==> src/rtl/bk_uart_frame_pkg.sv <==
// Shared constants and state encodings for the BK UART frame responder and its byte sender.
package bk_uart_frame_pkg;

   localparam logic [7:0] SOF_REQ = 8'hA5;
   localparam logic [7:0] SOF_RSP = 8'h5A;
   localparam logic [7:0] NAK_LEN = 8'h00;
   localparam logic [7:0] NAK_CHK = 8'h00;

   typedef enum logic [4:0] {
      HUNT    = 5'b00001,
      GET_LEN = 5'b00010,
      GET_PAY = 5'b00100,
      GET_CHK = 5'b01000,
      REPLY   = 5'b10000
   } rx_state_t;

   typedef enum logic [4:0] {
      SND_IDLE    = 5'b00001,
      SND_SEND    = 5'b00010,
      SND_WAIT_HI = 5'b00100,
      SND_WAIT_LO = 5'b01000,
      SND_GAP     = 5'b10000
   } snd_state_t;

endpackage

==> src/rtl/bk_uart_frame_responder_sender.sv <==
// One-byte BKP01 master handshake: pulse ready, wait for busy to rise and fall, then one idle cycle.
module bk_byte_sender
   import bk_uart_frame_pkg::*;
(
   input  logic       clk,
   input  logic       rst,
   input  logic       start,
   input  logic [7:0] tx_byte,
   output logic       done,
   output logic [7:0] BKP01_data_o,
   output logic       BKP01_ready_o,
   input  logic       BKP01_busy_i
);

   snd_state_t state_q, state_d;
   logic [7:0] data_q;

   always_comb begin
      state_d = state_q;
      done    = 1'b0;
      unique case (state_q)
         SND_IDLE:    if (start) state_d = SND_SEND;
         SND_SEND:    state_d = SND_WAIT_HI;
         SND_WAIT_HI: if (BKP01_busy_i) state_d = SND_WAIT_LO;
         SND_WAIT_LO: if (!BKP01_busy_i) state_d = SND_GAP;
         // GAP is the idle cycle; a start here goes straight into the next SEND
         SND_GAP: begin
            done    = 1'b1;
            state_d = start ? SND_SEND : SND_IDLE;
         end
         default:     state_d = SND_IDLE;
      endcase
   end

   always_ff @(posedge clk) begin
      if (rst) begin
         state_q <= SND_IDLE;
         data_q  <= 8'h00;
      end else begin
         state_q <= state_d;
         if (start && (state_q inside {SND_IDLE, SND_GAP})) data_q <= tx_byte;
      end
   end

   assign BKP01_ready_o = (state_q == SND_SEND);
   assign BKP01_data_o  = data_q;

endmodule

==> src/rtl/bk_uart_frame_responder.sv <==
// Parses SOF/LEN/payload/XOR frames from the UART receive port and answers with an echo or NAK reply.
module bk_uart_frame_responder
   import bk_uart_frame_pkg::*;
#(
   parameter int MAX_LEN        = 16,
   parameter int TIMEOUT_CYCLES = 100_000
) (
   input  logic       clk,
   input  logic       rst,
   input  logic [7:0] BKP02_data_i,
   input  logic       BKP02_ready_i,
   output logic       BKP02_busy_o,
   output logic [7:0] BKP01_data_o,
   output logic       BKP01_ready_o,
   input  logic       BKP01_busy_i,
   output logic       frame_ok_o,
   output logic       frame_err_o,
   output logic [7:0] drop_cnt_o
);

   localparam int IDX_W  = $clog2(MAX_LEN + 1);
   localparam int BUF_AW = (MAX_LEN > 1) ? $clog2(MAX_LEN) : 1;
   localparam int TMO_W  = $clog2(TIMEOUT_CYCLES + 1);

   rx_state_t        state_q, state_d;
   logic [7:0]       len_q, xor_q, chk_q, drop_q;
   logic [IDX_W-1:0] idx_q;
   logic [8:0]       ridx_q, rsp_total;
   logic [TMO_W-1:0] gap_q;
   logic             nak_q, ok_q, err_q, ok_d, err_d;
   logic             waiting, tmo, take;
   logic             snd_start, snd_done;
   logic [7:0]       snd_byte, rsp_byte;
   logic [BUF_AW-1:0] rd_idx;
   logic [7:0]       pay_buf [MAX_LEN];

   assign waiting   = state_q inside {GET_LEN, GET_PAY, GET_CHK};
   assign tmo       = waiting && (gap_q == TMO_W'(TIMEOUT_CYCLES));
   assign take      = BKP02_ready_i && !tmo && (state_q != REPLY);
   assign rsp_total = nak_q ? 9'd3 : ({1'b0, len_q} + 9'd3);
   assign rd_idx    = BUF_AW'(ridx_q - 9'd2);

   // Reply byte k (k >= 1); byte 0 is the SOF issued on entry to REPLY
   always_comb begin
      rsp_byte = chk_q;
      if (nak_q)
         rsp_byte = (ridx_q == 9'd1) ? NAK_LEN : NAK_CHK;
      else if (ridx_q == 9'd1)
         rsp_byte = len_q;
      else if (ridx_q <= ({1'b0, len_q} + 9'd1))
         rsp_byte = pay_buf[rd_idx];
   end

   always_comb begin
      state_d   = state_q;
      ok_d      = 1'b0;
      err_d     = 1'b0;
      snd_start = 1'b0;
      snd_byte  = rsp_byte;
      unique case (state_q)
         HUNT: if (take && (BKP02_data_i == SOF_REQ)) state_d = GET_LEN;
         GET_LEN: begin
            if (tmo) begin
               err_d   = 1'b1;
               state_d = HUNT;
            end else if (take) begin
               if ((BKP02_data_i == 8'h00) || (BKP02_data_i > 8'(MAX_LEN))) begin
                  err_d   = 1'b1;
                  state_d = HUNT;
               end else begin
                  state_d = GET_PAY;
               end
            end
         end
         GET_PAY: begin
            if (tmo) begin
               err_d   = 1'b1;
               state_d = HUNT;
            end else if (take && ((8'(idx_q) + 8'd1) == len_q)) begin
               state_d = GET_CHK;
            end
         end
         GET_CHK: begin
            if (tmo) begin
               err_d   = 1'b1;
               state_d = HUNT;
            end else if (take) begin
               state_d   = REPLY;
               snd_start = 1'b1;
               snd_byte  = SOF_RSP;
               if (BKP02_data_i == xor_q) ok_d = 1'b1;
               else                       err_d = 1'b1;
            end
         end
         REPLY: begin
            if (snd_done) begin
               if (ridx_q == rsp_total) state_d = HUNT;
               else                     snd_start = 1'b1;
            end
         end
         default: state_d = HUNT;
      endcase
   end

   always_ff @(posedge clk) begin
      if (rst) begin
         state_q <= HUNT;
         ok_q    <= 1'b0;
         err_q   <= 1'b0;
         drop_q  <= 8'h00;
         len_q   <= 8'h00;
         xor_q   <= 8'h00;
         chk_q   <= 8'h00;
         idx_q   <= '0;
         ridx_q  <= 9'd0;
         nak_q   <= 1'b0;
         gap_q   <= '0;
      end else begin
         state_q <= state_d;
         ok_q    <= ok_d;
         err_q   <= err_d;
         if (BKP02_ready_i && (state_q == REPLY) && (drop_q != 8'hFF)) drop_q <= drop_q + 8'd1;
         if (take || !waiting) gap_q <= '0;
         else                  gap_q <= gap_q + TMO_W'(1);
         if (take) begin
            case (state_q)
               GET_LEN: begin
                  len_q <= BKP02_data_i;
                  xor_q <= BKP02_data_i;
                  idx_q <= '0;
               end
               GET_PAY: begin
                  xor_q <= xor_q ^ BKP02_data_i;
                  idx_q <= idx_q + IDX_W'(1);
               end
               GET_CHK: begin
                  chk_q  <= BKP02_data_i;
                  nak_q  <= (BKP02_data_i != xor_q);
                  ridx_q <= 9'd1;
               end
               default: ;
            endcase
         end
         if ((state_q == REPLY) && snd_start) ridx_q <= ridx_q + 9'd1;
      end
   end

   always_ff @(posedge clk) begin
      if ((state_q == GET_PAY) && take) pay_buf[idx_q[BUF_AW-1:0]] <= BKP02_data_i;
   end

   bk_byte_sender u_sender (
      .clk           (clk),
      .rst           (rst),
      .start         (snd_start),
      .tx_byte       (snd_byte),
      .done          (snd_done),
      .BKP01_data_o  (BKP01_data_o),
      .BKP01_ready_o (BKP01_ready_o),
      .BKP01_busy_i  (BKP01_busy_i)
   );

   assign BKP02_busy_o = (state_q == REPLY);
   assign frame_ok_o   = ok_q;
   assign frame_err_o  = err_q;
   assign drop_cnt_o   = drop_q;

endmodule

==> config.mk <==
export PLATFORM = sky130hd
export DESIGN_NAME = bk_uart_frame_responder
export DESIGN_NICKNAME = d
export VERILOG_FILES = /design/src/rtl/bk_uart_frame_pkg.sv /design/src/rtl/bk_uart_frame_responder_sender.sv /design/src/rtl/bk_uart_frame_responder.sv
export SDC_FILE = /design/constraint.sdc
export NUM_CORES = 1
export LEC_CHECK = 0
export CORE_MARGIN = 5
export CORE_UTILIZATION = 55
export CTS_CLUSTER_DIAMETER = 50
export CTS_CLUSTER_SIZE = 28
export DETAILED_ROUTE_END_ITERATION = 6
export PLACE_DENSITY = 0.76
export SETUP_SLACK_MARGIN = 0.15
export SYNTH_ARGS = -nofsm -noshare
export SYNTH_HDL_FRONTEND = slang
export SYNTH_HIERARCHICAL = 1
export SYNTH_SLANG_ARGS = --single-unit
==> constraint.sdc <==
create_clock -name clk -period 3.5 [get_ports clk]
set_input_delay 0.525 -clock clk [delete_from_list [all_inputs] [get_ports clk]]
set_output_delay 0.525 -clock clk [all_outputs]
set_load 0.05 [all_outputs]
==> results of run 1 <==
synth_stat cells, types with 3 or more instances:
cell type and number:
nor3b_1 3, buf_1 3, nor4b_1 8, xnor2_1 23
o211ai_1 11, and2_1 7, mux4_2 40, nand2b_1 5
ha_1 22, or3_1 10, o21ai_1 10, and3_1 6
a31oi_1 7, nor2_1 93, buf_6 6, dfxtp_1 84
nor2b_1 5, nand4_1 12, nand2_1 39, o21ai_0 22
a221o_1 7, buf_2 15, a21oi_1 36, nand3_1 32
or2_2 4, clkbuf_1 28, and4_1 3, or4_1 4
nor4bb_1 3, nor4_1 7, edfxtp_1 128, mux2i_1 21
a311oi_1 3, xor2_1 29, buf_4 4, nand3b_1 6
a21o_1 6, inv_1 17, nor3_1 11, or2_1 3
a2111oi_0 4
cell families (layout without fill, tap and decap cells):
| family | after synthesis | after routing |
|---|---|---|
| AOI/OAI and AO/OA | 133 | 133 |
| adders and majority gates | 22 | 22 |
| muxes | 62 | 62 |
| and+or+nand+nor | 287 | 287 |
| xor gates and xnor gates | 55 | 55 |
| buffers and inverters | 74 | 128 |
| DFF | 212 | 212 |
critical path, cell delays in order (launching register included):
cell and delay, ns:
dfxtp_1 0.54, nand3_1 0.20, xor2_1 0.18, ha_1 0.30, and4_1 0.17, a221o_1 0.38
a221o_1 0.39, nand2_2 0.15, mux2i_1 0.12, a2111oi_2 0.37, nand3_1 0.11, a21oi_1 0.14
per-layer routing:
metal / global-route usage / share of wire
met1: 0.2982 / 0.43
met2: 0.3459 / 0.49
met3: 0.03609 / 0.061
met4: 0.05080 / 0.022
met5: 0 / 0
path summary, 6_finish.rpt:
kind,start,end
min reg2reg,u_sender/BKP01_data_o[4]$_SDFFE_PP0P_,u_sender/BKP01_data_o[4]$_SDFFE_PP0P_
min,u_sender/BKP01_data_o[4]$_SDFFE_PP0P_,u_sender/BKP01_data_o[4]$_SDFFE_PP0P_
max reg2reg,len_q[2]$_SDFFE_PP0P_,u_sender/BKP01_data_o[5]$_SDFFE_PP0P_
max,len_q[2]$_SDFFE_PP0P_,u_sender/BKP01_data_o[5]$_SDFFE_PP0P_
power by group:
group          switching, mW  leakage (nW)  total (mW)  internal [mW]
combinational          0.173          1.73       0.286          0.113
sequential            0.0290          1.83        2.69           2.66
clock                   1.05         0.351        2.31           1.25
stage by stage:
| step | cell area [µm²] | hold slack, ns | std cells | setup slack (ns) |
|---|---|---|---|---|
| after floorplan | 10300 | 0.4409 | 845 | 0.4309 |
| after global placement | 10910 | 0.4588 | 1092 | 0.2305 |
| after detailed placement | 10910 | 0.4701 | 1092 | 0.1719 |
| after CTS | 11650 | 0.4786 | 1132 | 0.1712 |
| after global routing | 11690 | 0.4927 | 1133 | 0.1402 |
| final | 11690 | 0.4771 | 1133 | 0.3586 |
timing repair:
| action | 4_1_cts | 5_1_grt |
|---|---|---|
| buffers inserted | 0 | 1 |
| endpoints found under the hold margin | 0 | 0 |
| setup endpoints to repair | 1 | 8 |
| hold buffers | 0 | 0 |
| pin swaps | 0 | 2 |
| resized for setup | 1 | 11 |
sequential cells by signal, summed over array words and instances, names as in the netlist:
name	cells
chk_q	8
drop_cnt_o	8
frame_err_o	1
frame_ok_o	1
gap_q	17
idx_q	5
len_q	8
nak_q	1
pay_buf	128
ridx_q	9
state_q	5
u_sender/BKP01_data_o	8
u_sender/state_q	5
xor_q	8
cell type report:
type                            instances  area [µm²]
Fill cell                            1394        6888
Sequential cell                       212        5533
Multi-Input combinational cell        559        4454
Timing Repair Buffer                   70       610.6
Clock buffer                           23       575.6
Tap cell                              234       292.8
Clock inverter                         17       158.9
Inverter                               18       67.56
==> impl_metrics.ini, run 1 <==
[yosys]
synth_xor_xnor_area_share = 0.05063
synth-seq-cells = 212
synth.top_cell.area_share = 0.3730
synth_compound_area_frac = 0.08779
synth_edf_count = 128
synthAdderAreaFrac = 0.02671
ys_types = 88
postSynthCellCount = 845
synth-simple-area-share = 0.1552
yosys-mux-area-fraction = 0.1089
synthesis.area_um2 = 10300
yosys_warnings = 6
synth_flop_cell = edfxtp_1
synthesis.nets = 879
syn_area_per_cell_um2 = 12.20
async_reset_ff_frac = 0
synth.largest_area_cell = edfxtp_1
yosys-top-cells-area = edfxtp_1 37%, dfxtp_1 16%, mux4_2 8.7%
synth_top_family_by_area = simple AND/OR/NAND/NOR gates
ys_seq_area_frac = 0.5362

[timing]
slew_headroom = 0.5070
final_hold_viol_count = 0
rsz0062_at_grt = no
setup_violations = 0
worst_pin_slew_ns = 0.7327
fin_skew_ns = 0.01132
final-max-slew-violation-count = 0
finalSetupTns_ns = 0
min_period_ns = 3.141
fmax_ghz = 0.3183
timing.final.crit_share = 0.8975

[global_route]
first_global_vias = 6742
grt_overflow_total = 0
groute.usage.overall = 0.2116
grt_max_degree = 43
grt_pass1_wl_um = 36960
antenna_found_initial = 0

[setup_path]
cp_data_required_time_ns = 3.92
worstRegToRegCells = 11
r2r_slack_ns = 0.36
cp-end-kind = flop
crit_type = reg2reg
worstSetupStartpointType = flop
worstPathArrival_ns = 3.56
crit_fanout = 9

[flow_run]
drv_cap = 0

[clock_network]
cts_root_buf = clkbuf_16
cts.htree.levels = 1
cts_sinks = 212
cts_made_buffers = 22
clk_pin_slew_worst_paths_ns = 0.06
clock_path_buffers = 3
insertion_delay_ns = 0.50
cts_tree = done

[cells_and_area]
nets = 917
layout_commonest_cell = edfxtp_1
area_growth_pct = 13.47
postLayoutCoreUtil = 0.6293
diodes = 0
layout_common_cells = 128 x edfxtp_1, 93 x nor2_1, 80 x dfxtp_1
drive_above_1_share = 0.1780

[floorplanning]
dieArea_um2 = 21570
start_util = 0.5546
core_um2 = 18580
design.portCount = 32
num_rows = 50
die_w_um = 146.9
die_h_um = 146.9

[outcome]
status = complete, no violations

[power_and_ir_drop]
power.leakage_nw = 3.913
peakVddDrop_v = 0.0003255
total_power_mw = 5.280
p_per_area_nw_per_um2 = 451.6

[route]
wire_per_inst_um = 20.00
drcViolationCount = 0
via_count = 6964
wl_um = 22660
drtPass1Iterations = 5
ant_nets = 0
viasPerCell = 6.147
drt_iter0_markers = 685

[min_path]
hp-class = reg2reg
holdPathStages = 2

[placed_design]
io_buffers = 31
globalplace.congestion = 0.9439
dpl.hpwl_um = 14700
Note: power is estimated with default switching activity, not from simulation.
==> run 2: changes to the inputs <==
--- a/config.mk
+++ b/config.mk
@@ -5,12 +5,15 @@
 export SDC_FILE = /design/constraint.sdc
 export NUM_CORES = 1
 export LEC_CHECK = 0
+export CELL_PAD_IN_SITES_DETAIL_PLACEMENT = 1
+export CELL_PAD_IN_SITES_GLOBAL_PLACEMENT = 1
 export CORE_MARGIN = 5
-export CORE_UTILIZATION = 55
-export CTS_CLUSTER_DIAMETER = 50
+export CORE_UTILIZATION = 51
+export CTS_CLUSTER_DIAMETER = 80
 export CTS_CLUSTER_SIZE = 28
 export DETAILED_ROUTE_END_ITERATION = 6
-export PLACE_DENSITY = 0.76
+export HOLD_SLACK_MARGIN = 0.06
+export PLACE_DENSITY = 0.83
 export SETUP_SLACK_MARGIN = 0.15
 export SYNTH_ARGS = -nofsm -noshare
 export SYNTH_HDL_FRONTEND = slang
==> run 2 against run 1 <==
Compared with the run above:
- die area rose by 7.3%
- clock power fell by 34%
- global-route usage rose by 1.6 points
- final area fell by 2.0%
- maximum frequency fell by 3.0%
- sequential share of layout area rose by 1.0 points
- critical endpoint is now u_sender/BKP01_data_o[7]$_SDFFE_PP0P_
- via count rose by 2.5%
- critical path type unchanged
- count of clock-buffer cells in the layout fell by 6
- total power fell by 14%
- register-to-register slack got worse by 0.098 ns
- final cell count rose by 2.0%
==> impl_metrics.ini, run 2 (synthesis results as in run 1) <==
[outcome]
status = complete, no violations

[placed_design]
dpl-instance-area_um2 = 11000
globalplace.congestion = 0.9127
dpl.hpwl_um = 18810
dpl_worst_slack_ns = 0.007629
io_buffers = 31

[global_route]
grt_overflow_total = 0
grt_pass1_wl_um = 42810
antenna_found_initial = 0
grt_max_degree = 39
first_global_vias = 7533
groute.usage.overall = 0.2275

[cells_and_area]
diodes = 0
largest_reg_flops = 128
layout.area.seq_um2 = 5539
layout_common_cells = 128 x edfxtp_1, 93 x nor2_1, 77 x dfxtp_1
fillers = 2109
area_growth_pct = 11.22
drive_above_1_share = 0.1659
nets = 915
design_area_um2 = 11460
postLayoutCoreUtil = 0.5719
multi_input_area_um2 = 4456
layout_commonest_cell = edfxtp_1

[setup_path]
cp_data_required_time_ns = 3.89
crit_fanout = 7
worstRegToRegCells = 12
crit_type = reg2reg
worstSetupStartpointType = flop
worstPathArrival_ns = 3.63
cp-end-kind = flop

[route]
wire_per_inst_um = 23.05
ant_nets = 0
viasPerCell = 6.174
drt_iter0_markers = 396
drtPass1Iterations = 5
via_count = 7137
drcViolationCount = 0
wl_um = 26650

[timing]
slew_headroom = 0.4274
worst_pin_slew_ns = 0.8577
fmax_ghz = 0.3087
final-max-slew-violation-count = 0
timing.final.crit_share = 0.9255
min_period_ns = 3.239
fin_ws_ns = 0.2607
rsz0062_at_grt = no
setup_violations = 0
finalSetupTns_ns = 0
fin_skew_ns = 0.01858
final_hold_viol_count = 0

[clock_network]
cts_tree = done
clock_path_buffers = 3
cts_made_buffers = 12
cts.htree.levels = 1
cts_sinks = 212
insertion_delay_ns = 0.48
cts_root_buf = clkbuf_16
hold_buffers = 0
clk_pin_slew_worst_paths_ns = 0.10

[power_and_ir_drop]
power.leakage_nw = 3.785
swShare = 0.2247
p_switching_mw = 1.016
peakVddDrop_v = 0.0002710
internal_power_mw = 3.506
p_per_area_nw_per_um2 = 394.6
p_comb_frac = 0.067
clockPowerShare = 0.339
power_frac_seq = 0.595

[floorplanning]
dieArea_um2 = 23150
die_h_um = 152.1
design.portCount = 32
num_rows = 52
die_w_um = 152.1
core_um2 = 20040
start_util = 0.5142

[min_path]
hp-class = reg2reg
holdPathStages = 2

[flow_run]
drv_cap = 0
-- run 2: power by group through the flow --
| stage | combinational, mW | sequential (mW) | clock (mW) |
|---|---|---|---|
| 5_1_grt | 0.325 | 2.70 | 1.67 |
| 3_3_place_gp | 0.273 | 2.74 | 0 |
| 4_1_cts | 0.296 | 2.69 | 1.56 |
| 2_1_floorplan | 0.191 | 2.74 | 0 |
| 6_report | 0.301 | 2.69 | 1.53 |
| 3_5_place_dp | 0.293 | 2.75 | 0 |
-- run 2: worst max-delay path, stage by stage (launching register included) --
cell and delay (ns):
dfxtp_4 0.39, inv_1 0.07, ha_1 0.35, inv_1 0.07, ha_1 0.27, and4_1 0.22, a221o_1 0.38, a221o_1 0.44
nand2_4 0.15, mux2i_1 0.12, a2111oi_2 0.33, nand3_1 0.17, a21oi_2 0.18
-- run 2: path summary, 6_finish.rpt --
path	from	endpoint	slack [ns]
max	len_q[0]$_SDFFE_PP0P_	u_sender/BKP01_data_o[7]$_SDFFE_PP0P_	0.26
min	u_sender/BKP01_data_o[2]$_SDFFE_PP0P_	u_sender/BKP01_data_o[2]$_SDFFE_PP0P_	0.50
max reg2reg	len_q[0]$_SDFFE_PP0P_	u_sender/BKP01_data_o[7]$_SDFFE_PP0P_	0.26
min reg2reg	u_sender/BKP01_data_o[2]$_SDFFE_PP0P_	u_sender/BKP01_data_o[2]$_SDFFE_PP0P_	0.50
-- run 2: timing repair --
item | CTS | global route
endpoints found under the hold margin | 0 | 0
pin swaps | 0 | 5
endpoints found under the setup margin | 8 | 8
resized for setup | 6 | 12
gates cloned | 0 | 0
buffers inserted | 0 | 5
-- run 2: metal layers --
metal,routed length [µm],global-route usage,up-vias,part of all wire
met2,13760,0.4037,185,0.52
li1,-,-,3235,-
met4,569,0.05137,0,0.021
met1,11050,0.2963,3674,0.41
met3,1265,0.03493,43,0.047
met5,0,0,-,0
-- run 2: layout make-up --
class,count,share of cell area
timing repair buffer,78,0.05961
clock buffer,17,0.03155
multi-input combinational,559,0.3888
clock inverter,2,0.001419
tap,270,0.02948
sequential,212,0.4833
inverter,18,0.005895
-- run 2: stage by stage --
step           instances  total power [mW]  hold WS (ns)
2_1_floorplan        845             2.929        0.4409
3_3_place_gp        1132             3.017        0.4566
3_5_place_dp        1132             3.039        0.4868
4_1_cts             1151             4.549        0.5012
5_1_grt             1156             4.694        0.5288
6_report            1156             4.523        0.4957
